**src/rtl/ascon_serial_io_pkg.sv**
```systemverilog
// rtl/ascon_serial_io_pkg.sv - shared state, mode and beat-count definitions
package ascon_serial_io_pkg;

  // Controller phases: collect beats, kick the core, wait for it, drain results
  typedef enum logic [1:0] {
    ST_LOAD   = 2'd0,
    ST_START  = 2'd1,
    ST_WAIT   = 2'd2,
    ST_UNLOAD = 2'd3
  } state_t;

  localparam logic MODE_ENC = 1'b0;
  localparam logic MODE_DEC = 1'b1;

  localparam int NONCE_W = 128;
  localparam int TAG_W   = 128;

  // Widest field carried over the beat interface (nonce/tag are always 128)
  function automatic int max_width(input int k, input int l, input int y);
    int m;
    m = 128;
    if (k > m) m = k;
    if (l > m) m = l;
    if (y > m) m = y;
    return m;
  endfunction

  // Beats per transfer; every field uses the same count so they move in lockstep
  function automatic int beat_count(input int k, input int l, input int y, input int bw);
    return (max_width(k, l, y) + bw - 1) / bw;
  endfunction

endpackage

```
**src/rtl/ascon_beat_shifter.sv**
```systemverilog
// rtl/ascon_beat_shifter.sv - MSB-first beat shift register for one field
module ascon_beat_shifter #(
  parameter int F          = 128,
  parameter int BW         = 8,
  parameter int NB         = 16,
  parameter bit SERIAL_OUT = 1'b0
) (
  input  logic                                 clk,
  input  logic                                 rst,
  input  logic                                 i_load,
  input  logic [F-1:0]                         i_load_data,
  input  logic                                 i_shift,
  input  logic [BW-1:0]                        i_beat,
  output logic [(SERIAL_OUT ? BW : F)-1:0]     o_data
);

  localparam int W  = NB * BW;
  localparam int OW = SERIAL_OUT ? BW : F;

  logic [W-1:0] r_data;

  // Parallel load left-aligns the field; shifting moves beats toward the MSB end,
  // so the first beat in ends up on top and trailing zeros pad short fields
  always_ff @(posedge clk) begin
    if (rst) begin
      r_data <= '0;
    end else if (i_load) begin
      r_data <= W'(i_load_data) << (W - F);
    end else if (i_shift) begin
      r_data <= (r_data << BW) | W'(i_beat);
    end
  end

  // Deserialiser exposes the whole field, serialiser exposes the current top beat
  assign o_data = r_data[W-1 -: OW];

endmodule

```
**src/rtl/ascon_serial_io.sv**
```systemverilog
// rtl/ascon_serial_io.sv - beat-serial load/unload wrapper around a parallel Ascon core
module ascon_serial_io
  import ascon_serial_io_pkg::*;
#(
  parameter int K  = 128,
  parameter int L  = 40,
  parameter int Y  = 80,
  parameter int BW = 8
) (
  input  logic              clk,
  input  logic              rst,
  input  logic              in_validxSI,
  output logic              in_readyxSO,
  input  logic              modexSI,
  input  logic [BW-1:0]     keyxSI,
  input  logic [BW-1:0]     noncexSI,
  input  logic [BW-1:0]     associated_dataxSI,
  input  logic [BW-1:0]     textxSI,
  input  logic [BW-1:0]     tag_inxSI,
  output logic [K-1:0]      key,
  output logic [NONCE_W-1:0] nonce,
  output logic [L-1:0]      associated_data,
  output logic [Y-1:0]      text,
  output logic              core_modexSO,
  output logic              core_startxSO,
  input  logic              core_donexSI,
  input  logic [Y-1:0]      core_textxSI,
  input  logic [TAG_W-1:0]  core_tagxSI,
  output logic              out_validxSO,
  input  logic              out_readyxSI,
  output logic [BW-1:0]     textxSO,
  output logic [BW-1:0]     tagxSO,
  output logic              tag_okxSO
);

  localparam int NB = beat_count(K, L, Y, BW);
  localparam int CW = (NB > 1) ? $clog2(NB) : 1;
  localparam logic [CW-1:0] LAST_BEAT = CW'(NB - 1);

  state_t             r_state;
  state_t             w_next_state;
  logic [CW-1:0]      r_cnt;
  logic               r_mode;
  logic               r_tag_ok;
  logic               w_accept;
  logic               w_handover;
  logic               w_capture;
  logic               w_last;
  logic               w_release;
  logic [TAG_W-1:0]   w_tag_in;
  logic [BW-1:0]      w_text_beat;
  logic [BW-1:0]      w_tag_beat;

  assign w_accept   = in_validxSI & in_readyxSO;
  assign w_handover = out_validxSO & out_readyxSI;
  assign w_capture  = (r_state == ST_WAIT) & core_donexSI;
  assign w_last     = (r_cnt == LAST_BEAT);
  // Plaintext only leaves the block for encryption or a verified decryption
  assign w_release  = (r_mode == MODE_ENC) | r_tag_ok;

  assign core_modexSO = r_mode;
  assign tag_okxSO    = r_tag_ok;

  ascon_beat_shifter #(.F(K), .BW(BW), .NB(NB), .SERIAL_OUT(1'b0)) u_key_in (
    .clk(clk), .rst(rst), .i_load(1'b0), .i_load_data('0),
    .i_shift(w_accept), .i_beat(keyxSI), .o_data(key)
  );

  ascon_beat_shifter #(.F(NONCE_W), .BW(BW), .NB(NB), .SERIAL_OUT(1'b0)) u_nonce_in (
    .clk(clk), .rst(rst), .i_load(1'b0), .i_load_data('0),
    .i_shift(w_accept), .i_beat(noncexSI), .o_data(nonce)
  );

  ascon_beat_shifter #(.F(L), .BW(BW), .NB(NB), .SERIAL_OUT(1'b0)) u_ad_in (
    .clk(clk), .rst(rst), .i_load(1'b0), .i_load_data('0),
    .i_shift(w_accept), .i_beat(associated_dataxSI), .o_data(associated_data)
  );

  ascon_beat_shifter #(.F(Y), .BW(BW), .NB(NB), .SERIAL_OUT(1'b0)) u_text_in (
    .clk(clk), .rst(rst), .i_load(1'b0), .i_load_data('0),
    .i_shift(w_accept), .i_beat(textxSI), .o_data(text)
  );

  ascon_beat_shifter #(.F(TAG_W), .BW(BW), .NB(NB), .SERIAL_OUT(1'b0)) u_tag_in (
    .clk(clk), .rst(rst), .i_load(1'b0), .i_load_data('0),
    .i_shift(w_accept), .i_beat(tag_inxSI), .o_data(w_tag_in)
  );

  ascon_beat_shifter #(.F(Y), .BW(BW), .NB(NB), .SERIAL_OUT(1'b1)) u_text_out (
    .clk(clk), .rst(rst), .i_load(w_capture), .i_load_data(core_textxSI),
    .i_shift(w_handover), .i_beat('0), .o_data(w_text_beat)
  );

  ascon_beat_shifter #(.F(TAG_W), .BW(BW), .NB(NB), .SERIAL_OUT(1'b1)) u_tag_out (
    .clk(clk), .rst(rst), .i_load(w_capture), .i_load_data(core_tagxSI),
    .i_shift(w_handover), .i_beat('0), .o_data(w_tag_beat)
  );

  // State register
  always_ff @(posedge clk) begin
    if (rst) r_state <= ST_LOAD;
    else     r_state <= w_next_state;
  end

  // Next-state decode
  always_comb begin
    w_next_state = r_state;
    case (r_state)
      ST_LOAD:   if (w_accept && w_last)   w_next_state = ST_START;
      ST_START:                            w_next_state = ST_WAIT;
      ST_WAIT:   if (core_donexSI)         w_next_state = ST_UNLOAD;
      ST_UNLOAD: if (w_handover && w_last) w_next_state = ST_LOAD;
      default:                             w_next_state = ST_LOAD;
    endcase
  end

  // Handshake and result outputs; everything held low while reset is asserted
  always_comb begin
    in_readyxSO   = 1'b0;
    core_startxSO = 1'b0;
    out_validxSO  = 1'b0;
    textxSO       = '0;
    tagxSO        = '0;
    if (!rst) begin
      case (r_state)
        ST_LOAD:  in_readyxSO   = 1'b1;
        ST_START: core_startxSO = 1'b1;
        ST_UNLOAD: begin
          out_validxSO = 1'b1;
          tagxSO       = w_tag_beat;
          textxSO      = w_release ? w_text_beat : '0;
        end
        default: ;
      endcase
    end
  end

  // Single beat counter shared by load and unload, which never overlap
  always_ff @(posedge clk) begin
    if (rst) begin
      r_cnt <= '0;
    end else if (w_accept || w_handover) begin
      r_cnt <= w_last ? '0 : r_cnt + CW'(1);
    end
  end

  // Direction is latched with the first beat of a transfer
  always_ff @(posedge clk) begin
    if (rst) begin
      r_mode <= MODE_ENC;
    end else if (w_accept && (r_cnt == '0)) begin
      r_mode <= modexSI;
    end
  end

  // Verdict is fixed when the core reports done and held until the next capture
  always_ff @(posedge clk) begin
    if (rst) begin
      r_tag_ok <= 1'b0;
    end else if (w_capture) begin
      r_tag_ok <= (r_mode == MODE_ENC) || (core_tagxSI == w_tag_in);
    end
  end

endmodule

```
**config.mk**
```make
export PLATFORM = sky130hd
export DESIGN_NAME = ascon_serial_io
export DESIGN_NICKNAME = d
export VERILOG_FILES = /design/src/rtl/ascon_serial_io_pkg.sv /design/src/rtl/ascon_beat_shifter.sv /design/src/rtl/ascon_serial_io.sv
export SDC_FILE = /design/constraint.sdc
export NUM_CORES = 2
export LEC_CHECK = 0
export BUFFER_PORTS_ARGS = -buffer_cell sky130_fd_sc_hd__buf_4
export CELL_PAD_IN_SITES_DETAIL_PLACEMENT = 0
export CELL_PAD_IN_SITES_GLOBAL_PLACEMENT = 1
export CORE_UTILIZATION = 37
export CTS_CLUSTER_SIZE = 30
export DETAILED_ROUTE_END_ITERATION = 12
export GPL_TIMING_DRIVEN = 0
export PLACE_DENSITY_LB_ADDON = 0.05
export SKIP_CTS_REPAIR_TIMING = 1
export SLEW_MARGIN = 20
export SYNTH_ARGS = -nofsm -noshare
export SYNTH_HDL_FRONTEND = slang
export SYNTH_SLANG_ARGS = --single-unit
```
**constraint.sdc**
```tcl
create_clock -name clk -period 1.9 [get_ports clk]
set_clock_uncertainty 0.1 [all_clocks]
set_input_delay 0.285 -clock clk [delete_from_list [all_inputs] [get_ports clk]]
set_output_delay 0.285 -clock clk [all_outputs]
set_load 0.02 [all_outputs]
```
==> flow_summary_export.csv <==
group,metric,value,unit
clock_tree,clkSlewWorstSetupHoldPaths,60,ps
clock_tree,clock_tree.buffer_depth,3,
global_routing,antenna_violations_before_repair,6,
clock_tree,numCtsBuffers,97,
power,switching_power,9.40,mW
flow_run,drv.max_cap_violation_count,0,
power,pwr-share-comb,0.067,
power,tot_pwr,40.6,mW
routing,drt_pass1_iterations,5,
global_routing,grt_pass1_vias,30200,
setup_path,cp_slowest_cell,"sky130_fd_sc_hd__dfxtp_4",
power,ir_drop,0.747,mV
power,seq_power_share,0.449,
die,placementRows,112,
place,placedCellCount,6182,
run_status,violations_in_the_final_reports,"negative setup slack",
power,leakage,18.5,nW
setup_path,ff_to_ff_path_depth,8,
worst_hold_path,holdPathStages,4,
layout,layoutNonFillerInstCount,6607,
setup_path,worst-endpoint-arrival,2070,ps
routing,antenna_left,0,
global_routing,global_route_wire_length_before_repair,190000,um
sta,fin_crit_sh,1.29,
setup_path,cp_data_required_time,1510,ps
routing,drtIter0Drc,2442,
setup_path,cpLargestDelayFamily,"simple AND/OR/NAND/NOR gates",
routing,drc_errors,0,
logic_synthesis,synth.yosys.warnings,0,
logic_synthesis,postSynthNetCount,4539,
setup_path,timing.critical_path.cells,"ha_4 > nor2b_4 > buf_6 > a21boi_4 > and2_4 > buf_6",
logic_synthesis,synth_cells,4278,
place,post_detail_place_hpwl,98800,um
sta,maxSlewHeadroom,0.371,
die,chipHeight,309,um
setup_path,critical_path_buf_inv_count,2,
sta,final-hold-violation-count,0,
routing,num_vias,32200,
layout,drive_gt1_frac,0.205,
global_routing,grt_total_ovfl,0,
setup_path,worst-setup-path-type,"reg -> out",
clock_tree,cts-root-buf,"sky130_fd_sc_hd__clkbuf_16",
clock_tree,insertion_delay,660,ps
sta,timing_max_transition_violations_final,0,
die,initial_standard_cell_utilization_of_the_core,0.374,
logic_synthesis,ys_seq_area_frac,0.491,
setup_path,cp_slowest_stage_delay,370,ps
sta,worst_pin_slew,944,ps
routing,totalWireLength,133000,um
setup_path,critical_path.max_fanout,8,
sta,postLayoutSetupSlackWorst,-557,ps
layout,synthToLayoutAreaGrowth,36.3,%
setup_path,cp_common_cell,"sky130_fd_sc_hd__buf_6",
power,cell_internal_pwr,31.2,mW
setup_path,r2r-end,"u_nonce_in.o_data[95]",
die,boundaryPins,651,
clock_tree,cts_htree_levels,3,
routing,route.detailed.vias_per_inst,4.88,
power,p_clk_frac,0.483,
power,switching_share,0.232,
sta,unrepaired_setup_endpoints_after_global_routing,"true",
place,globalplace.congestion,0.903,
worst_hold_path,worst_hold_path.endpoint,"r_state[0]",
logic_synthesis,synth.distinct_cells,30,
worst_hold_path,worst_hold_path_class,"in -> reg",
sta,final-setup-viol-count,864,
logic_synthesis,synth_area,34900,um2
setup_path,timing.critical_path.from_type,"flip-flop",
logic_synthesis,avgSynthCellArea,8.15,um2
die,die_x,309,um
die,die-area,95500,um2
routing,average_detailed_routed_wire_length_per_instance,20.1,um
layout,layout.cells.most_common,"sky130_fd_sc_hd__nand2_1",
setup_path,r2r_slack,-480,ps
sta,min_period,2460,ps
global_routing,grt_max_degree,14,
clock_tree,cts_num_sinks,856,
sta,fin_hold_ws,79.7,ps
setup_path,endpoint_kind,"output pin",
sta,max_clock_freq,407,MHz
setup_path,crit-reg2reg-launch,"r_state[1]",
run_status,run_status,"complete, but fails checks",
global_routing,global_route.usage.total,0.261,
layout,final_core_util,0.509,
logic_synthesis,synth_seq_cells,856,
setup_path,worst_path_depth,6,
die,fp.coreArea,93300,um2
clock_tree,clock_tree_from_tritoncts,"built",
layout,design_area,47500,um2
power,cellPowerDensity,854,nW/um2
layout,most-common-layout-cells,"sky130_fd_sc_hd__nand2_1 (1045), sky130_fd_sc_hd__dfxtp_1 (854), sky130_fd_sc_hd__buf_4 (803)",
place,port_buffers,650,
layout,finalNetCount,5539,
worst_hold_path,hp-start,"out_readyxSI",
place,place_area,41500,um2
## cells in the mapped netlist, drive strengths merged
| cell | count | area (um2) |
|---|---|---|
| nand2 | 1047 | 3930 |
| dfxtp | 856 | 17100 |
| nand2b | 640 | 4000 |
| o21ai | 640 | 3200 |
| clkbuf | 237 | 890 |
| buf | 212 | 1360 |
| nor2 | 197 | 739 |
| a311oi | 192 | 1680 |
| xor2 | 130 | 1140 |
| nor4 | 34 | 213 |
| a21oi | 20 | 100 |
| and2 | 19 | 119 |
| nand3 | 17 | 85.1 |
| nand4 | 8 | 50.1 |
| ha | 7 | 87.6 |
| inv | 5 | 18.8 |
| nor2b | 4 | 27.5 |
| a211oi | 3 | 22.5 |
| mux2i | 2 | 20.0 |
| nor3 | 2 | 10.0 |
| a21boi | 1 | 7.51 |
| a21o | 1 | 7.51 |
| a221o | 1 | 10.0 |
| and3 | 1 | 6.26 |
| nand3b | 1 | 7.51 |
| o2111ai | 1 | 8.76 |
## per-stage QoR
stage	setup WS [ps]	TNS, ps
2_1_floorplan	-59.4	-66.6
3_5_place_dp	-1330	-586220
3_3_place_gp	-1340	-597160
6_report	-557	-186950
5_1_grt	-652	-289880
4_1_cts	-1020	-465100
## how the worst max path moves through the flow
stage                           from                   to  slack (ps)
after floorplan           r_state[1]           r_state[0]         -60
after global placement           rst  u_tag_out.r_data[8]       -1340
after detailed placement         rst  u_tag_out.r_data[8]       -1330
after CTS                 r_state[1]           textxSO[6]       -1020
after global routing      r_state[1]           textxSO[3]        -650
final                     r_state[1]           textxSO[6]        -560
## layout make-up
cell class | instances | area, um2
antenna | 4 | 10.0
buffer | 447 | 2510
clock buffer | 150 | 3000
clock inverter | 20 | 320
fill | 9159 | 45800
inverter | 5 | 18.8
multi-input combinational | 2968 | 15500
sequential | 856 | 17100
tap | 1254 | 1570
timing repair buffer | 903 | 7430
## logic make-up (layout without fill, tap and decap cells)
logic type | after synthesis | after routing | synth area share
fa+ha+maj | 7 | 7 | 0.00251
xor+xnor | 130 | 130 | 0.0326
flops | 856 | 856 | 0.491
simple gates | 1970 | 1970 | 0.263
mux | 2 | 2 | 0.000574
compound gates | 859 | 859 | 0.145
buf+inv | 454 | 1525 | 0.0651
other cells | 0 | 4 | 0
## worst reg2reg max path: cells and delay by family, from the launching register on
family,cells,cell delay (ps)
DFF,1,360
adders and majority gates,1,140
and+or+nand+nor,2,270
buffers and inverters,4,1240
AOI/OAI and AO/OA,1,140
## power by group through the flow
| stage | registers (mW) | logic (mW) | clock network [mW] |
|---|---|---|---|
| after floorplan | 18.7 | 0.992 | 0 |
| after global placement | 18.6 | 2.29 | 0 |
| after detailed placement | 18.6 | 2.28 | 0 |
| after CTS | 18.2 | 2.29 | 20.0 |
| after global routing | 18.2 | 2.90 | 20.7 |
| final | 18.2 | 2.73 | 19.6 |
## per-layer routing
metal | wire (um) | vias to the layer above | part of all wire | GRT usage
li1 | - | 16000 | - | -
met1 | 57300 | 15200 | 0.43 | 0.334
met2 | 63000 | 864 | 0.47 | 0.437
met3 | 8090 | 225 | 0.061 | 0.0549
met4 | 4330 | 8 | 0.033 | 0.0829
met5 | 55 | - | 0.00041 | 0
## sequential cells by signal, indices dropped and copies added (netlist names)
signal and cells:
u_ad_in.r_data 128, u_tag_in.o_data 128, u_key_in.o_data 128, u_text_in.r_data 128, core_modexSO 1, u_text_out.r_data 80
r_state 2, tag_okxSO 1, u_nonce_in.o_data 128, u_tag_out.r_data 128, r_cnt 4
Note: power is estimated with default switching activity, not from simulation.
